--- config.mk ---
export PLATFORM = sky130hd
export DESIGN_NAME = seven_seg_capture
export DESIGN_NICKNAME = d
export VERILOG_FILES = /design/src/rtl/seven_seg_capture.sv
export SDC_FILE = /design/constraint.sdc
export NUM_CORES = 1
export LEC_CHECK = 0
export ABC_AREA = 1
export CAP_MARGIN = 15
export CORE_MARGIN = 3
export CORE_UTILIZATION = 45
export CTS_CLUSTER_DIAMETER = 150
export CTS_CLUSTER_SIZE = 30
export DETAILED_ROUTE_END_ITERATION = 10
export PLACE_DENSITY = 0.8
export RECOVER_POWER = 100
export SETUP_SLACK_MARGIN = 0.4
export SYNTH_ARGS = -nofsm -noshare
export SYNTH_HDL_FRONTEND = slang
export SYNTH_SLANG_ARGS = --single-unit
export TNS_END_PERCENT = 30
--- constraint.sdc ---
create_clock -name i_clk -period 1.62 [get_ports i_clk]
set_input_delay 0.243 -clock i_clk [delete_from_list [all_inputs] [get_ports i_clk]]
set_output_delay 0.243 -clock i_clk [all_outputs]
set_load 0.01 [all_outputs]
--- src/rtl/seven_seg_capture.sv ---
// Debounced decoder for a scanned seven-segment bus; emits one nibble frame per scan.
// Define SSEG_ACTIVE_LOW_EN for common-anode (active-low) segment/select lines.
module seven_seg_capture #(
  parameter int NUM_DIGITS    = 4,
  parameter int STABLE_CYCLES = 16
) (
  input  logic                    i_clk,
  input  logic                    i_rst,
  input  logic [6:0]              i_seg,
  input  logic [NUM_DIGITS-1:0]   i_digit_sel,
  input  logic                    i_frame_ready,
  output logic [4*NUM_DIGITS-1:0] o_frame,
  output logic [NUM_DIGITS-1:0]   o_dash_mask,
  output logic                    o_frame_valid,
  output logic                    o_err,
  output logic                    o_overrun
);

  localparam int SW = NUM_DIGITS + 7;
  localparam int CW = $clog2(STABLE_CYCLES + 1);
  localparam logic [CW-1:0] CAP_CNT = CW'(STABLE_CYCLES - 2);
  localparam logic [CW-1:0] MAX_CNT = CW'(STABLE_CYCLES);
  localparam logic [6:0] SEG_LUT [16] = '{
    7'h7E, 7'h30, 7'h6D, 7'h79, 7'h33, 7'h5B, 7'h5F, 7'h70,
    7'h7F, 7'h7B, 7'h77, 7'h1F, 7'h4E, 7'h3D, 7'h4F, 7'h47
  };

  typedef enum logic [1:0] {IDLE, COUNT, LOCKED} state_t;

  logic [SW-1:0]           w_raw;
  logic [SW-1:0]           r_sync1;
  logic [SW-1:0]           r_samp;
  logic [SW-1:0]           r_prev;
  logic [CW-1:0]           r_cnt;
  logic [CW-1:0]           w_cnt_nxt;
  state_t                  r_state;
  state_t                  w_state_nxt;
  logic [NUM_DIGITS-1:0]   w_sel;
  logic [6:0]              w_seg;
  logic                    w_same;
  logic                    w_onehot;
  logic                    w_capture;
  logic [3:0]              w_hex;
  logic                    w_is_hex;
  logic                    w_is_dash;
  logic                    w_legal;
  logic                    w_write;
  logic [NUM_DIGITS-1:0]   r_seen;
  logic [NUM_DIGITS-1:0]   w_seen_nxt;
  logic [4*NUM_DIGITS-1:0] r_work;
  logic [NUM_DIGITS-1:0]   r_dash;
  logic                    w_complete;
  logic                    w_load;
  logic [4*NUM_DIGITS-1:0] r_frame;
  logic [NUM_DIGITS-1:0]   r_dmask;
  logic                    r_valid;
  logic                    r_err;
  logic                    r_ovr;

`ifdef SSEG_ACTIVE_LOW_EN
  assign w_raw = ~{i_digit_sel, i_seg};
`else
  assign w_raw = {i_digit_sel, i_seg};
`endif

  assign w_sel    = r_samp[SW-1:7];
  assign w_seg    = r_samp[6:0];
  assign w_same   = r_samp == r_prev;
  assign w_onehot = (w_sel != '0) &&
                    ((w_sel & (w_sel - 1'b1)) == '0);

  assign w_cnt_nxt = !w_same            ? '0    :
                     (r_cnt == MAX_CNT) ? r_cnt :
                     r_cnt + 1'b1;

  always_comb begin
    w_state_nxt = r_state;
    w_capture   = 1'b0;
    unique case (r_state)
      IDLE: begin
        if (w_onehot) w_state_nxt = COUNT;
      end
      COUNT: begin
        if (!w_onehot) begin
          w_state_nxt = IDLE;
        end else if (w_same && r_cnt == CAP_CNT) begin
          w_capture   = 1'b1;
          w_state_nxt = LOCKED;
        end
      end
      LOCKED: begin
        if (!w_onehot)   w_state_nxt = IDLE;
        else if (!w_same) w_state_nxt = COUNT;
      end
      default: w_state_nxt = IDLE;
    endcase
  end

  always_comb begin
    w_hex    = 4'h0;
    w_is_hex = 1'b0;
    for (int i = 0; i < 16; i++) begin
      if (w_seg == SEG_LUT[i]) begin
        w_hex    = 4'(i);
        w_is_hex = 1'b1;
      end
    end
  end

  assign w_is_dash  = w_seg == 7'b0000001;
  assign w_legal    = w_is_hex | w_is_dash;
  assign w_write    = w_capture & w_legal;
  assign w_complete = &r_seen;
  assign w_load     = w_complete & (~r_valid | i_frame_ready);
  assign w_seen_nxt = (w_complete ? '0 : r_seen) |
                      (w_write ? w_sel : '0);

  always_ff @(posedge i_clk) begin
    if (i_rst) begin
      r_sync1 <= '0;
      r_samp  <= '0;
      r_prev  <= '0;
      r_cnt   <= '0;
      r_state <= IDLE;
      r_seen  <= '0;
      r_work  <= '0;
      r_dash  <= '0;
      r_frame <= '0;
      r_dmask <= '0;
      r_valid <= 1'b0;
      r_err   <= 1'b0;
      r_ovr   <= 1'b0;
    end else begin
      r_sync1 <= w_raw;
      r_samp  <= r_sync1;
      r_prev  <= r_samp;
      r_cnt   <= w_cnt_nxt;
      r_state <= w_state_nxt;
      r_seen  <= w_seen_nxt;
      r_err   <= w_capture & ~w_legal;
      r_ovr   <= w_complete & r_valid & ~i_frame_ready;
      for (int k = 0; k < NUM_DIGITS; k++) begin
        if (w_write && w_sel[k]) begin
          r_work[4*k +: 4] <= w_hex;
          r_dash[k]        <= w_is_dash;
        end
      end
      if (w_load) begin
        r_frame <= r_work;
        r_dmask <= r_dash;
        r_valid <= 1'b1;
      end else if (r_valid && i_frame_ready) begin
        r_valid <= 1'b0;
      end
    end
  end

  assign o_frame       = r_frame;
  assign o_dash_mask   = r_dmask;
  assign o_frame_valid = r_valid;
  assign o_err         = r_err;
  assign o_overrun     = r_ovr;

endmodule

==> results_dict.tcl, run 1 <==
set metrics [dict create \
    final_common_cell "nand2_1" \
    synth_cell_types 30 \
    drc_errors 0 \
    ys.flop_type "dfxtp_1" \
    cts.clk_slew.worst_paths_ns 0.09 \
    setup_violations 20 \
    grt_usage 0.171 \
    cts-buffers-inserted 9 \
    viasPerCell 4.75 \
    maxCapViolCount 0 \
    drt_iter0_drc 126 \
    r2r_cells 11 \
    dp_hpwl_mm 5.14 \
    drv_slew 0 \
    fin_worst_skew_ns 0.0155 \
    antenna_found_initial 0 \
    cts-root-buf "clkbuf_8" \
    ir_drop_uv 711 \
    netlist_instances 501 \
    power_density_mw_per_mm2 911 \
    timing.fmax_mhz 596 \
    criticalPathCategory "reg -> reg" \
    pre_cts_slack_ns -0.125 \
    rsz0062_at_grt "true" \
    finalInstanceArea_sq_mm 0.00462 \
    hold_viol 0 \
    drt-pass1-iter-count 5 \
    start_util 0.467 \
    synth_fp_nets 518 \
    hold_slack_ns 0.391 \
    r2r_slack_ns -0.06 \
    row_count 32 \
    status "complete, but fails checks" \
    p_leak_nw 2.05 \
    clk_latency_ns 0.36 \
    dieHeight_um 96.0 \
    grt_pass1_wl_mm 12.6 \
    gp_congestion 0.968 \
    vias 3185 \
    grt_pass1_vias 2987 \
    place_area_sq_mm 0.00433 \
    max_slew_margin 0.473 \
    hp-class "in -> reg" \
    hold_path_depth 3 \
    wirelength_mm 7.42 \
    required_ns 1.88 \
    cts_tree "yes" \
    port_buffers 36 \
    setup_slack_ns -0.0575 \
    fin_nets 581 \
    diodes 0 \
    synthArstFlopShare 0 \
    drive_above_1_share 0.193 \
    dieArea_sq_mm 0.00922 \
    synth_area_sq_mm 0.00365 \
    yosysWarnings 0 \
    layout_common_cells "nand2_1, nor2_1, inv_1" \
    min_period_ns 1.68 \
    seq_area_frac_synth 0.478 \
    failed_checks "setup timing" \
    overflow 0 \
    clock-sinks 87 \
    finalPower_mw 4.21 \
    utilization 0.592 \
    cp_max_fo 14 \
    area_growth_pct 26.8 \
    worst_slew_pin_slew_ns 0.791 \
    ys_seq_elements 87 \
    cp-end-kind "register" \
    drtAntennaViolNets 0 \
    synth_edf_count 0 \
    avgSynthCellArea_sq_um 7.28 \
    fp.coreArea_sq_mm 0.00781 \
    min_period_over_period 1.04 \
    ios 37 \
    clock_path_buffers 2 \
    wl_per_cell_um 11.1 \
    fp.dieW_um 96.0 \
    h-tree-depth 3 \
    critPathLaunchType "register" \
    worst_ep_arrival_time_ns 1.94 \
    grt_max_degree 44 \
]
sequential cells by signal (all words and copies together), names as in the netlist:
name,count
r_dash,4
o_frame_valid,1
r_cnt,5
r_seen,4
r_samp,11
r_work,16
o_overrun,1
r_sync1,11
r_prev,11
r_state,2
o_dash_mask,4
o_frame,16
o_err,1
worst paths after layout:
kind,startpoint,end
min reg2reg,r_sync1[4],r_samp[4]
max reg2reg,r_samp[6],r_dash[2]
min,i_seg[1],r_sync1[1]
max,r_samp[6],r_dash[2]
critical path, cell delays in order (launching register included):
cell and delay [ns]:
dfxtp_2 0.36, inv_1 0.15, nor2_1 0.10, nand2_1 0.11, nand2_1 0.08, nor2_1 0.18
nand3_4 0.14, buf_12 0.18, nand3_4 0.12, nand2_1 0.08, inv_1 0.06, nor2_1 0.03
layer usage:
layer / GRT usage / part of all wire / up-vias
li1: - / - / 1668
met1: 0.208 / 0.44 / 1432
met2: 0.295 / 0.50 / 77
met3: 0.0422 / 0.048 / 8
met4: 0.0521 / 0.015 / 0
met5: 0 / 0 / -
report_power, final:
part	internal, mW	total [mW]	switching [mW]
registers	2.18	2.21	0.0325
logic	0.120	0.273	0.153
clock network	0.934	1.73	0.792
cell usage after synthesis, drive strengths merged, types with 2 or more instances:
cell type / n / area [sq um]
ha: 3 / 37.5
o21ai: 21 / 105
xnor2: 5 / 43.8
a21oi: 30 / 150
nand3: 22 / 150
and2: 2 / 12.5
nor3: 6 / 30.0
or2: 3 / 18.8
nand2: 96 / 363
clkbuf: 10 / 37.5
buf: 12 / 86.3
nor2: 90 / 365
dfxtp: 87 / 1740
inv: 88 / 330
nand4: 20 / 125
per-stage QoR:
step	instances	TNS, ns
after floorplan	501	0
after global placement	648	-0.0513
after detailed placement	648	-2.00
after CTS	667	-0.487
after global routing	671	-4.31
final	671	-0.634
what timing repair did:
item,in CTS,in global routing
setup endpoints to repair,55,72
setup buffers,2,4
pin swaps,12,16
gates resized for setup,44,53
gates cloned,1,0
hold buffers,0,0
area by class of cell:
class,instances,area (sq um)
clock inverters,6,103
multi-input cells,304,1530
repair buffers,74,628
well taps,102,128
inverters,88,333
fillers,671,3180
clock buffers,10,138
flip-flops and latches,87,1760
kinds of logic (layout without fill, tap and decap cells):
| logic type | Yosys count | count (layout) | share of synthesized area |
|---|---|---|---|
| buffers and inverters | 110 | 178 | 0.125 |
| adder cells (fa/ha/maj) | 3 | 3 | 0.0103 |
| AO/OA/AOI/OAI | 55 | 55 | 0.0779 |
| AND/OR/NAND/NOR | 240 | 240 | 0.295 |
| XOR/XNOR | 6 | 6 | 0.0144 |
| flip-flops | 87 | 87 | 0.478 |
No activity file was read; power rests on OpenSTA's default activity.
==> inputs of run 2 (changes only) <==
==> constraint.sdc (replaced) <==
create_clock -name i_clk -period 1.62 [get_ports i_clk]
set_input_delay 0.243 -clock i_clk [delete_from_list [all_inputs] [get_ports i_clk]]
set_output_delay 0.243 -clock i_clk [all_outputs]
set_load 0.005 [all_outputs]
==> run 2 against run 1 <==
  * The run still ends with setup timing left
  * Clock skew down 0.0022 ns
  * Cell count unchanged
  * Register-to-register slack hardly changed
  * Power about the same
  * Via count rose by 1.1%
  * Die area did not move
  * Sequential power about the same
  * Clock power barely moved
  * Critical endpoint is now r_work[8]
  * Worst hold slack got worse by 0.00098 ns
  * Core utilization up 0.80 points
  * Count of clock-buffer cells in the layout stayed put
  * Final area is 1.4% higher
==> results_dict.tcl, run 2 (same netlist as run 1, synthesis figures left out) <==
set metrics [dict create \
    worst_slew_pin_slew_ns 0.792 \
    clock_path_buffers 2 \
    final_common_cell "nand2_1" \
    rsz0062_at_grt "true" \
    drt_iter0_drc 159 \
    worst_ep_arrival_time_ns 1.98 \
    ios 37 \
    dp_hpwl_mm 5.14 \
    area_growth_pct 28.5 \
    grt_pass1_vias 2989 \
    cp-end-kind "register" \
    cts-buffers-inserted 9 \
    cts-root-buf "clkbuf_8" \
    viasPerCell 4.80 \
    switching_share 0.232 \
    utilization 0.600 \
    dieArea_sq_mm 0.00922 \
    r2r_cells 11 \
    setup_violations 21 \
    row_count 32 \
    fin_nets 581 \
    grt_max_degree 44 \
    drt-pass1-iter-count 5 \
    min_period_over_period 1.04 \
    clkPwrFrac 0.409 \
    dieHeight_um 96.0 \
    max_slew_margin 0.472 \
    clock-sinks 87 \
    hold_viol 0 \
    min_period_ns 1.69 \
    grt_usage 0.171 \
    p_sw_uw 974 \
    hold_slack_ns 0.390 \
    drc_errors 0 \
    failed_checks "setup timing" \
    cts_tree "yes" \
    cp_max_fo 14 \
    grt_pass1_wl_mm 12.6 \
    fp.coreArea_sq_mm 0.00781 \
    internal_power_mw 3.23 \
    gp_congestion 0.968 \
    status "complete, but fails checks" \
    layout_common_cells "nand2_1, nor2_1, inv_1" \
    start_util 0.467 \
    drv_slew 0 \
    diodes 0 \
    antenna_found_initial 0 \
    fp.dieW_um 96.0 \
    critPathLaunchType "register" \
    criticalPathCategory "reg -> reg" \
    n_fill_cell 670 \
    vias 3221 \
    ir_drop_uv 712 \
    maxCapViolCount 0 \
    h-tree-depth 3 \
    combPwrFrac 0.065 \
    wirelength_mm 7.48 \
    wl_per_cell_um 11.1 \
    setup_slack_ns -0.0652 \
    drive_above_1_share 0.199 \
    p_leak_nw 2.18 \
    drtAntennaViolNets 0 \
    fin_worst_skew_ns 0.0133 \
    timing.fmax_mhz 593 \
    pwr-share-seq 0.526 \
    hp-class "in -> reg" \
    required_ns 1.92 \
    cts.clk_slew.worst_paths_ns 0.09 \
    hold_path_depth 3 \
    port_buffers 36 \
    overflow 0 \
    power_density_mw_per_mm2 898 \
    clk_latency_ns 0.36 \
]
[run 2: per-layer routing]
metal | up-vias | GRT usage | share of wire
met3 | 10 | 0.0422 | 0.050
met4 | 0 | 0.0521 | 0.017
met5 | - | 0 | 0
met1 | 1457 | 0.209 | 0.44
met2 | 84 | 0.296 | 0.49
li1 | 1670 | - | -
[run 2: through the flow]
step | area, sq um | std cells | power, mW | setup WS, ns | setup TNS [ns]
after floorplan | 3690 | 501 | 2.43 | 0.0672 | 0
after global placement | 4330 | 648 | 2.51 | -0.0233 | -0.0513
after detailed placement | 4330 | 648 | 2.52 | -0.125 | -2.00
after CTS | 4640 | 667 | 4.24 | -0.0604 | -0.487
after global routing | 4690 | 671 | 4.37 | -0.198 | -4.43
final | 4690 | 671 | 4.21 | -0.0652 | -0.667
[run 2: final timing paths]
check        slack, ns    endpoint        from
max              -0.07   r_work[8]   r_samp[6]
min               0.39  r_sync1[1]    i_seg[1]
max reg2reg      -0.07   r_work[8]   r_samp[6]
min reg2reg       0.40   r_samp[4]  r_sync1[4]
[run 2: repair_timing]
action,CTS,global route
gates resized for setup,50,32
hold endpoints to repair,0,0
hold buffers,0,0
pin swaps,12,14
endpoints found under the setup margin,55,57
cloned,1,0
setup buffers,2,4
[run 2: area by class of cell]
type                       instances  area (sq um)  area share
tap                              102           128      0.0272
sequential                        87          1760       0.377
clock inverter                     6           103      0.0219
clock buffer                      10           138      0.0294
timing repair buffer              74           687       0.147
multi-input combinational        304          1530       0.327
inverter                          88           333      0.0710
[run 2: critical path, cell delays in order, from the launching register on]
cell	delay (ns)
dfxtp_2	0.39
inv_1	0.11
nor2_4	0.18
nand3_1	0.12
nand2_1	0.11
nor2_1	0.08
nand3_4	0.13
buf_12	0.15
nand3_4	0.13
nand2_1	0.08
nand2_1	0.04
nor2_1	0.09
[run 2: power groups by stage]
stage	Clock, mW	Sequential (mW)	Combinational [mW]
5_1_grt	1.84	2.22	0.307
3_5_place_dp	0	2.26	0.263
6_report	1.72	2.21	0.274
3_3_place_gp	0	2.26	0.255
2_1_floorplan	0	2.25	0.181
4_1_cts	1.76	2.21	0.269
==> inputs of run 3 (changes only) <==
--- a/config.mk
+++ b/config.mk
@@ -12,6 +12,7 @@
 export CTS_CLUSTER_DIAMETER = 150
 export CTS_CLUSTER_SIZE = 30
 export DETAILED_ROUTE_END_ITERATION = 10
+export MAX_ROUTING_LAYER = met4
 export PLACE_DENSITY = 0.8
 export RECOVER_POWER = 100
 export SETUP_SLACK_MARGIN = 0.4
==> run 3 against run 2 <==
  * The run still ends with setup timing left
  * Wire length decreased by 2.2%
  * Via count decreased by 2.0%
  * Final area decreased by 1.6%
  * First-iteration DRC count increased by 20%
  * Worst setup slack improved by 0.0085 ns
  * Register-to-register slack about the same
==> results_dict.tcl, run 3 (same netlist as run 1, synthesis figures left out) <==
set metrics [dict create \
    power_density_mw_per_mm2 847 \
    p_sw_uw 986 \
    dp_hpwl_mm 5.22 \
    layout.cells.non_filler 668 \
    start_util 0.467 \
    timing.fmax_mhz 596 \
    antenna_found_initial 0 \
    fp.dieW_um 96.0 \
    wirelength_mm 7.32 \
    cts_hold_buffers 0 \
    ios 37 \
    clkPwrFrac 0.364 \
    fin_nets 578 \
    clock-sinks 87 \
    row_count 32 \
    drt-pass1-iter-count 4 \
    h-tree-depth 3 \
    cts-root-buf "clkbuf_8" \
    slowest_delay_ns 0.36 \
    diodes 0 \
    min_period_ns 1.68 \
    hp-class "reg -> reg" \
    failed_checks "setup timing" \
    gp_congestion 0.949 \
    criticalPathCategory "reg -> reg" \
    dieArea_sq_mm 0.00922 \
    cts_tree "yes" \
    cts.clk_slew.worst_paths_ns 0.09 \
    dp.cells 650 \
    setup_slack_ns -0.0567 \
    crit_chain "buf_4 -> nor3_2 -> nand3_1 -> nand2_1 -> nor2_4 -> nand3_4 -> buf_12 -> nand3_4 -> nand2_2 -> inv_2 -> nor2_1" \
    worst_slew_pin_slew_ns 0.552 \
    viasPerCell 4.73 \
    critPathLaunchType "register" \
    setup_violations 15 \
    switching_share 0.253 \
    drive_above_1_share 0.191 \
    fin_worst_skew_ns 0.0183 \
    clk_latency_ns 0.36 \
    drc_errors 0 \
    maxCapViolCount 0 \
    min_period_over_period 1.04 \
    overflow 0 \
    grt_pass1_vias 3021 \
    cp-end-kind "register" \
    drt_iter0_drc 191 \
    internal_power_mw 2.92 \
    drtAntennaViolNets 0 \
    required_ns 1.92 \
    pre_cts_slack_ns -0.0801 \
    ir_drop_uv 706 \
    finalPower_mw 3.90 \
    wl_per_cell_um 11.0 \
    path_delay_family "simple AND/OR/NAND/NOR gates" \
    fp.coreArea_sq_mm 0.00781 \
    cp_max_fo 14 \
    path_common_cell "nand3_4" \
    critPathBufInv 3 \
    place_area_sq_mm 0.00433 \
    final_common_cell "nand2_1" \
    layout_common_cells "nand2_1, inv_1, nor2_1" \
    drv_slew 0 \
    pwr-share-seq 0.566 \
    combPwrFrac 0.070 \
    max_slew_margin 0.632 \
    rsz0062_at_grt "true" \
    worst_ep_arrival_time_ns 1.98 \
    dieHeight_um 96.0 \
    grt_max_degree 44 \
    status "complete, but fails checks" \
    vias 3157 \
    hold_viol 0 \
    grt_usage 0.177 \
    utilization 0.590 \
    cts-buffers-inserted 9 \
    grt_pass1_wl_mm 12.7 \
    port_buffers 36 \
    finalInstanceArea_sq_mm 0.00461 \
    clock_path_buffers 2 \
    slowest_stage "dfxtp_4" \
    area_growth_pct 26.4 \
    p_leak_nw 2.17 \
]
==> run 3: cell type report <==
cell class                 count  area (sq um)
tap                          102           128
inverter                      88           335
clock inverter                 6          52.6
sequential                    87          1760
fill                         697          3200
timing repair buffer          71           651
multi-input combinational    304          1540
clock buffer                  10           138
==> run 3: power groups by stage <==
stage	combinational, mW	clock (mW)	sequential (mW)
after floorplan	0.181	0	2.25
after global placement	0.254	0	2.26
after detailed placement	0.262	0	2.26
after CTS	0.270	1.46	2.21
after global routing	0.305	1.55	2.22
final	0.272	1.42	2.21
==> run 3: path summary, 6_finish.rpt <==
path / endpoint / from / slack, ns / depth (start not counted)
setup / recovery: r_work[5] / r_samp[4] / -0.06 / 11
hold / removal: r_samp[1] / r_sync1[1] / 0.39 / 2
setup reg to reg: r_work[5] / r_samp[4] / -0.06 / 11
hold reg to reg: r_samp[1] / r_sync1[1] / 0.39 / 2
==> run 3: what timing repair did <==
| action | in CTS | in global routing |
|---|---|---|
| pin swaps | 13 | 10 |
| setup buffers | 1 | 0 |
| endpoints found under the setup margin | 55 | 57 |
| resized for setup | 65 | 13 |
| gates cloned | 1 | 0 |
==> run 3: through the flow <==
stage                     hold slack [ns]  TNS (ns)
after floorplan                     0.350         0
after global placement              0.382   -0.0993
after detailed placement            0.386    -0.894
after CTS                           0.382  -0.00556
after global routing                0.394     -3.88
final                               0.388    -0.407
==> run 3: worst reg2reg max path, delay by kind of cell (launching register included) <==
kind          cells  cell delay, ns
buf+inv           3            0.32
flops             1            0.36
simple gates      8            0.95
==> run 3: layer usage <==
layer  share of wire  vias to the layer above  global-route usage
li1                -                     1657                   -
met1            0.45                     1411               0.210
met2            0.49                       75               0.290
met3           0.045                       14              0.0305
met4           0.022                        0              0.0829
met5               0                        -                   -
